--- config.mk ---
export PLATFORM = sky130hd
export DESIGN_NAME = seq_alu
export DESIGN_NICKNAME = d
export VERILOG_FILES = /design/src/rtl/alu_pkg.sv /design/src/rtl/shift_add_mul.sv /design/src/rtl/seq_alu.sv
export SDC_FILE = /design/constraint.sdc
export NUM_CORES = 1
export LEC_CHECK = 0
export BUFFER_PORTS_ARGS = -buffer_cell sky130_fd_sc_hd__buf_2
export CAP_MARGIN = 40
export CORE_MARGIN = 3
export CORE_UTILIZATION = 66
export CTS_CLUSTER_SIZE = 16
export DETAILED_ROUTE_END_ITERATION = 6
export PLACE_DENSITY_LB_ADDON = 0.15
export RECOVER_POWER = 50
export SLEW_MARGIN = 20
export SYNTH_ARGS = -nofsm -noshare
export SYNTH_HDL_FRONTEND = slang
export SYNTH_SLANG_ARGS = --single-unit
--- constraint.sdc ---
create_clock -name clk -period 8.85 [get_ports clk]
set_clock_uncertainty 0.15 [all_clocks]
set_input_delay 0.4425 -clock clk [delete_from_list [all_inputs] [get_ports clk]]
set_output_delay 0.4425 -clock clk [all_outputs]
set_load 0.005 [all_outputs]
--- src/rtl/alu_pkg.sv ---
// Shared op codes, flag bit positions and FSM encoding for the sequential ALU.
package alu_pkg;

    localparam logic [2:0] OP_ADD = 3'b000;
    localparam logic [2:0] OP_SUB = 3'b001;
    localparam logic [2:0] OP_AND = 3'b010;
    localparam logic [2:0] OP_ORR = 3'b011;
    localparam logic [2:0] OP_EOR = 3'b100;
    localparam logic [2:0] OP_MUL = 3'b101;

    localparam int unsigned FLAG_N = 3;
    localparam int unsigned FLAG_Z = 2;
    localparam int unsigned FLAG_C = 1;
    localparam int unsigned FLAG_V = 0;

    typedef enum logic {
        ST_IDLE = 1'b0,
        ST_MUL  = 1'b1
    } state_t;

endpackage

--- src/rtl/shift_add_mul.sv ---
// Iterative shift-add multiplier datapath; one partial-product step per busy cycle.
module shift_add_mul #(
    parameter int unsigned WIDTH = 32,
    parameter int unsigned CNT_W = $clog2(WIDTH) + 1
) (
    input  logic             clk,
    input  logic             reset,
    input  logic             start,
    input  logic             busy,
    input  logic [WIDTH-1:0] a,
    input  logic [WIDTH-1:0] b,
    output logic             done,
    output logic [WIDTH-1:0] product
);

    logic [WIDTH-1:0] mcand_q;
    logic [WIDTH-1:0] mplier_q;
    logic [WIDTH-1:0] acc_q;
    logic [CNT_W-1:0] cnt_q;

    // product is the accumulator after this cycle's step, so done can publish it directly
    always_comb begin
        product = acc_q + (mplier_q[0] ? mcand_q : '0);
        done    = busy && (cnt_q == CNT_W'(WIDTH - 1));
    end

    always_ff @(posedge clk) begin
        if (!reset) begin
            mcand_q  <= '0;
            mplier_q <= '0;
            acc_q    <= '0;
            cnt_q    <= '0;
        end else if (start) begin
            mcand_q  <= a;
            mplier_q <= b;
            acc_q    <= '0;
            cnt_q    <= '0;
        end else if (busy) begin
            acc_q    <= product;
            mcand_q  <= mcand_q << 1;
            mplier_q <= mplier_q >> 1;
            cnt_q    <= cnt_q + 1'b1;
        end
    end

endmodule

--- src/rtl/seq_alu.sv ---
// Registered ALU with valid/ready input, NZCV flags and a multi-cycle multiply.
module seq_alu
    import alu_pkg::*;
#(
    parameter int unsigned WIDTH = 32,
    parameter int unsigned CNT_W = $clog2(WIDTH) + 1
) (
    input  logic             clk,
    input  logic             reset,
    input  logic             in_valid,
    output logic             in_ready,
    input  logic [WIDTH-1:0] a,
    input  logic [WIDTH-1:0] b,
    input  logic [2:0]       ALUControl,
    output logic             out_valid,
    output logic [WIDTH-1:0] Result,
    output logic [3:0]       Flags
);

    state_t           state_q, state_d;
    logic             accept;
    logic             mul_start, mul_busy, mul_done;
    logic [WIDTH-1:0] mul_product;

    logic             is_sub;
    logic [WIDTH-1:0] b_eff;
    logic [WIDTH:0]   sum;
    logic [WIDTH-1:0] alu_result;
    logic             alu_c, alu_v;

    logic [WIDTH-1:0] result_q, result_d;
    logic [3:0]       flags_q, flags_d;
    logic             out_valid_q, out_valid_d;

    assign accept = in_valid && in_ready;

    always_ff @(posedge clk) begin
        if (!reset) begin
            state_q <= ST_IDLE;
        end else begin
            state_q <= state_d;
        end
    end

    always_comb begin
        state_d = state_q;
        unique case (state_q)
            ST_IDLE: if (accept && ALUControl == OP_MUL) state_d = ST_MUL;
            ST_MUL:  if (mul_done) state_d = ST_IDLE;
            default: state_d = ST_IDLE;
        endcase
    end

    always_comb begin
        in_ready  = (state_q == ST_IDLE);
        mul_busy  = (state_q == ST_MUL);
        mul_start = accept && (ALUControl == OP_MUL);
    end

    shift_add_mul #(
        .WIDTH (WIDTH),
        .CNT_W (CNT_W)
    ) u_mul (
        .clk     (clk),
        .reset   (reset),
        .start   (mul_start),
        .busy    (mul_busy),
        .a       (a),
        .b       (b),
        .done    (mul_done),
        .product (mul_product)
    );

    // SUB reuses the adder as a + ~b + 1
    always_comb begin
        is_sub = (ALUControl == OP_SUB);
        b_eff  = is_sub ? ~b : b;
        sum    = {1'b0, a} + {1'b0, b_eff} + {{WIDTH{1'b0}}, is_sub};
        alu_c  = 1'b0;
        alu_v  = 1'b0;
        case (ALUControl)
            OP_ADD, OP_SUB: begin
                alu_result = sum[WIDTH-1:0];
                alu_c      = sum[WIDTH];
                alu_v      = (a[WIDTH-1] == b_eff[WIDTH-1]) && (sum[WIDTH-1] != a[WIDTH-1]);
            end
            OP_AND:  alu_result = a & b;
            OP_ORR:  alu_result = a | b;
            OP_EOR:  alu_result = a ^ b;
            default: alu_result = '0;
        endcase
    end

    always_comb begin
        result_d    = result_q;
        flags_d     = flags_q;
        out_valid_d = 1'b0;
        if (mul_done) begin
            result_d        = mul_product;
            flags_d         = '0;
            flags_d[FLAG_N] = mul_product[WIDTH-1];
            flags_d[FLAG_Z] = (mul_product == '0);
            out_valid_d     = 1'b1;
        end else if (accept && ALUControl != OP_MUL) begin
            result_d        = alu_result;
            flags_d[FLAG_N] = alu_result[WIDTH-1];
            flags_d[FLAG_Z] = (alu_result == '0);
            flags_d[FLAG_C] = alu_c;
            flags_d[FLAG_V] = alu_v;
            out_valid_d     = 1'b1;
        end
    end

    always_ff @(posedge clk) begin
        if (!reset) begin
            result_q    <= '0;
            flags_q     <= '0;
            out_valid_q <= 1'b0;
        end else begin
            result_q    <= result_d;
            flags_q     <= flags_d;
            out_valid_q <= out_valid_d;
        end
    end

    assign Result    = result_q;
    assign Flags     = flags_q;
    assign out_valid = out_valid_q;

endmodule

==> run summary <==
status: finished, violations left
violated checks: max-capacitance violations, max-slew violations
register area share after synthesis: 0.243
most common flop cell mapped by yosys: dfxtp_1
routed wire length: 35800 um
Core Footprint: 0.0169 sq mm
Netlist cell types: 76
startpoint types: flip-flop
DR WL/cell: 19.9 um
CP Capture Type: flip-flop
via density per instance: 6.53
detailed-route via count: 11.8k
Final Net Count: 1778
antenna violations before repair: 1
Total Routing Usage GR: 0.357
syn_area_per_cell: 7.61 sq um
Rel. slew slack: -1.16
Bufs and invs on worst path: 3
PwrDens: 144 mW/mm^2
IO buf count: 107
Net Sw Frac: 0.315
CTS Hold Bufs: 0
aggregate global routing overflow: 0
Initial DRT Pass Iterations: 6
cells along the critical path: inv_1 > nand2_1 > nor3_1 > clkbuf_1 > nand2b_2 > buf_12 > a211oi_1
IO Pins: 108
total power: 1.83 mW
Mapped Cells: 1518
Worst EP required: 8890 ps
worst vdd ir: 0.146 mV
wire length of the first global-routing pass: 56800 um
Setup Buffers After CTS: 0
Max-Cap Viols: 3
Die Y: 138 um
Max Buffers Root-to-Sink: 2
layout cells sized above 1: 0.0972
max incr delay on CP: 2300 ps
power share of the clock group: 0.407
DRT antenna net count: 0
top-count cell post-synth: nand2_1
root buffer cell: clkbuf_16
clk sink count: 140
fmax: 173 MHz
CTS clk-pin slew, worst paths: 60 ps
Commonest cells post-synth: nand2_1 (173), a21oi_1 (168), dfxtp_1 (140)
Sequential Power Share: 0.366
Max stage delay cell, worst path: clkbuf_1
Yosys top cell by area: dfxtp_1
hold depth: 3
Layout area overhead: 10.6%
number of global-route vias before repair: 11.0k
HP Class: input port to flip-flop
Final Wtd Congestion: 0.997
Yosys top cell area share: 0.243
TritonCTS clock tree: yes
total CTS buffers: 17
Post-route DRC: 0
Switching Power: 579 uW
Post-synth EDFFs: 0
Crit path depth: 7
Post-DP HPWL: 26400 um
DRT iter0 DRCs: 1235
cell leakage power: 5.42 nW
Die Area: 0.0191 sq mm
final hold vios: 0
pin count of the biggest net entering global routing: 70
synth warn: 0
crit path DAT: 5840 ps
Final Max Slew Viols: 142
min cycle time layout: 5800 ps
Clock Latency Late Sink: 420 ps
Setup CP Type: flip-flop to flip-flop
H-tree depth: 4
unrepaired setup endpoints after global routing: no
Setup-failing EPs final: 0
Tightest Pin Transition: 3240 ps
Yosys reg bits: 140
Die Span X: 138 um
fin crit share: 0.655
Netlist Area Pre-Place: 0.0116 sq mm
Initial Util: 0.684
setup TNS: 0 ps
Synth area leaders: dfxtp_1 (24%), ha_1 (15%), a21oi_1 (7.3%)
Net Count, Synth: 1725
R2R depth: 7
Logic pwr share: 0.228
CP delay by family, top: buffers and inverters
Cell Int Power: 1.26 mW
Async SR Flop Fraction: 0
# rows: 47
post-cts gate resize count: 0
crit path max fanout: 69
per-stage QoR:
| stage | utilization | worst slack, ps | instances | cell area (sq um) | hold slack (ps) |
|---|---|---|---|---|---|
| 4_1_cts | 0.757 | 3540 | 1801 | 12800 | 177 |
| 3_3_place_gp | 0.718 | 2920 | 1767 | 12100 | 291 |
| 3_5_place_dp | 0.722 | 3150 | 1769 | 12200 | 296 |
| 5_1_grt | 0.757 | 2600 | 1805 | 12800 | 191 |
| 6_report | 0.757 | 3050 | 1805 | 12800 | 177 |
| 2_1_floorplan | - | 3800 | 1518 | 11600 | 287 |
layout make-up:
type	count	area [sq um]
Multi-Input combinational cell	1200	8080
Fill cell	1313	4100
Sequential cell	140	2800
Timing Repair Buffer	124	686
Clock buffer	20	437
Inverter	88	330
Tap cell	220	275
Clock inverter	12	163
Antenna cell	1	2.50
per-layer routing:
metal  GRT usage  part of all wire  vias up
met5           0                 0        -
met4       0.109             0.028        0
met3      0.0822              0.10       87
met2       0.556              0.44      622
met1       0.493              0.43     5521
li1            -                 -     5564
state kept, by name (all words and copies together), names as in the netlist:
| register | flops |
|---|---|
| u_mul.mcand_q | 32 |
| Flags | 4 |
| u_mul.mplier_q | 32 |
| u_mul.cnt_q | 6 |
| u_mul.acc_q | 32 |
| mul_busy | 1 |
| Result | 32 |
| out_valid | 1 |
worst min-delay path, cell delays in order:
cell     delay [ps]
buf_2           100
a22oi_1          60
a21oi_1         110
power groups by stage:
stage	Clock, mW	Sequential [mW]	Combinational [mW]
detailed placement	0	0.683	0.402
CTS	0.744	0.669	0.407
finish	0.746	0.671	0.418
floorplan	0	0.675	0.280
global placement	0	0.682	0.391
global route	0.773	0.671	0.459
path summary, 6_finish.rpt:
check        slack, ps                 end         startpoint
min reg2reg        310   u_mul.mplier_q[5]  u_mul.mplier_q[5]
max reg2reg       3050      u_mul.acc_q[8]           mul_busy
min                180  u_mul.mplier_q[10]              b[10]
max               3050      u_mul.acc_q[8]           mul_busy
cells by family after synthesis:
logic type	after synthesis	synth area share
mux	30	0.0260
flops	140	0.243
buf+inv	178	0.0601
compound gates	486	0.270
fa+ha+maj	137	0.150
xor+xnor	83	0.0629
simple gates	464	0.188
cell usage in the layout (no fill, tap or decap), types with 8 or more instances in the layout:
cell type	instances
buf_4	10
mux2i_1	30
buf_2	85
xnor2_1	60
nand4_1	20
a31oi_1	13
a21oi_1	168
nor2_1	123
o21ai_0	73
xor2_1	23
nand2_1	173
a21o_1	25
o211ai_1	16
inv_1	87
clkbuf_16	17
dfxtp_1	140
ha_1	135
o21bai_1	8
o21a_1	8
a211oi_1	38
clkbuf_1	27
a22oi_1	76
and2_1	35
nand3_1	22
a222oi_1	9
nor3_1	16
and3_1	13
No activity file was read; power rests on OpenSTA's default activity.
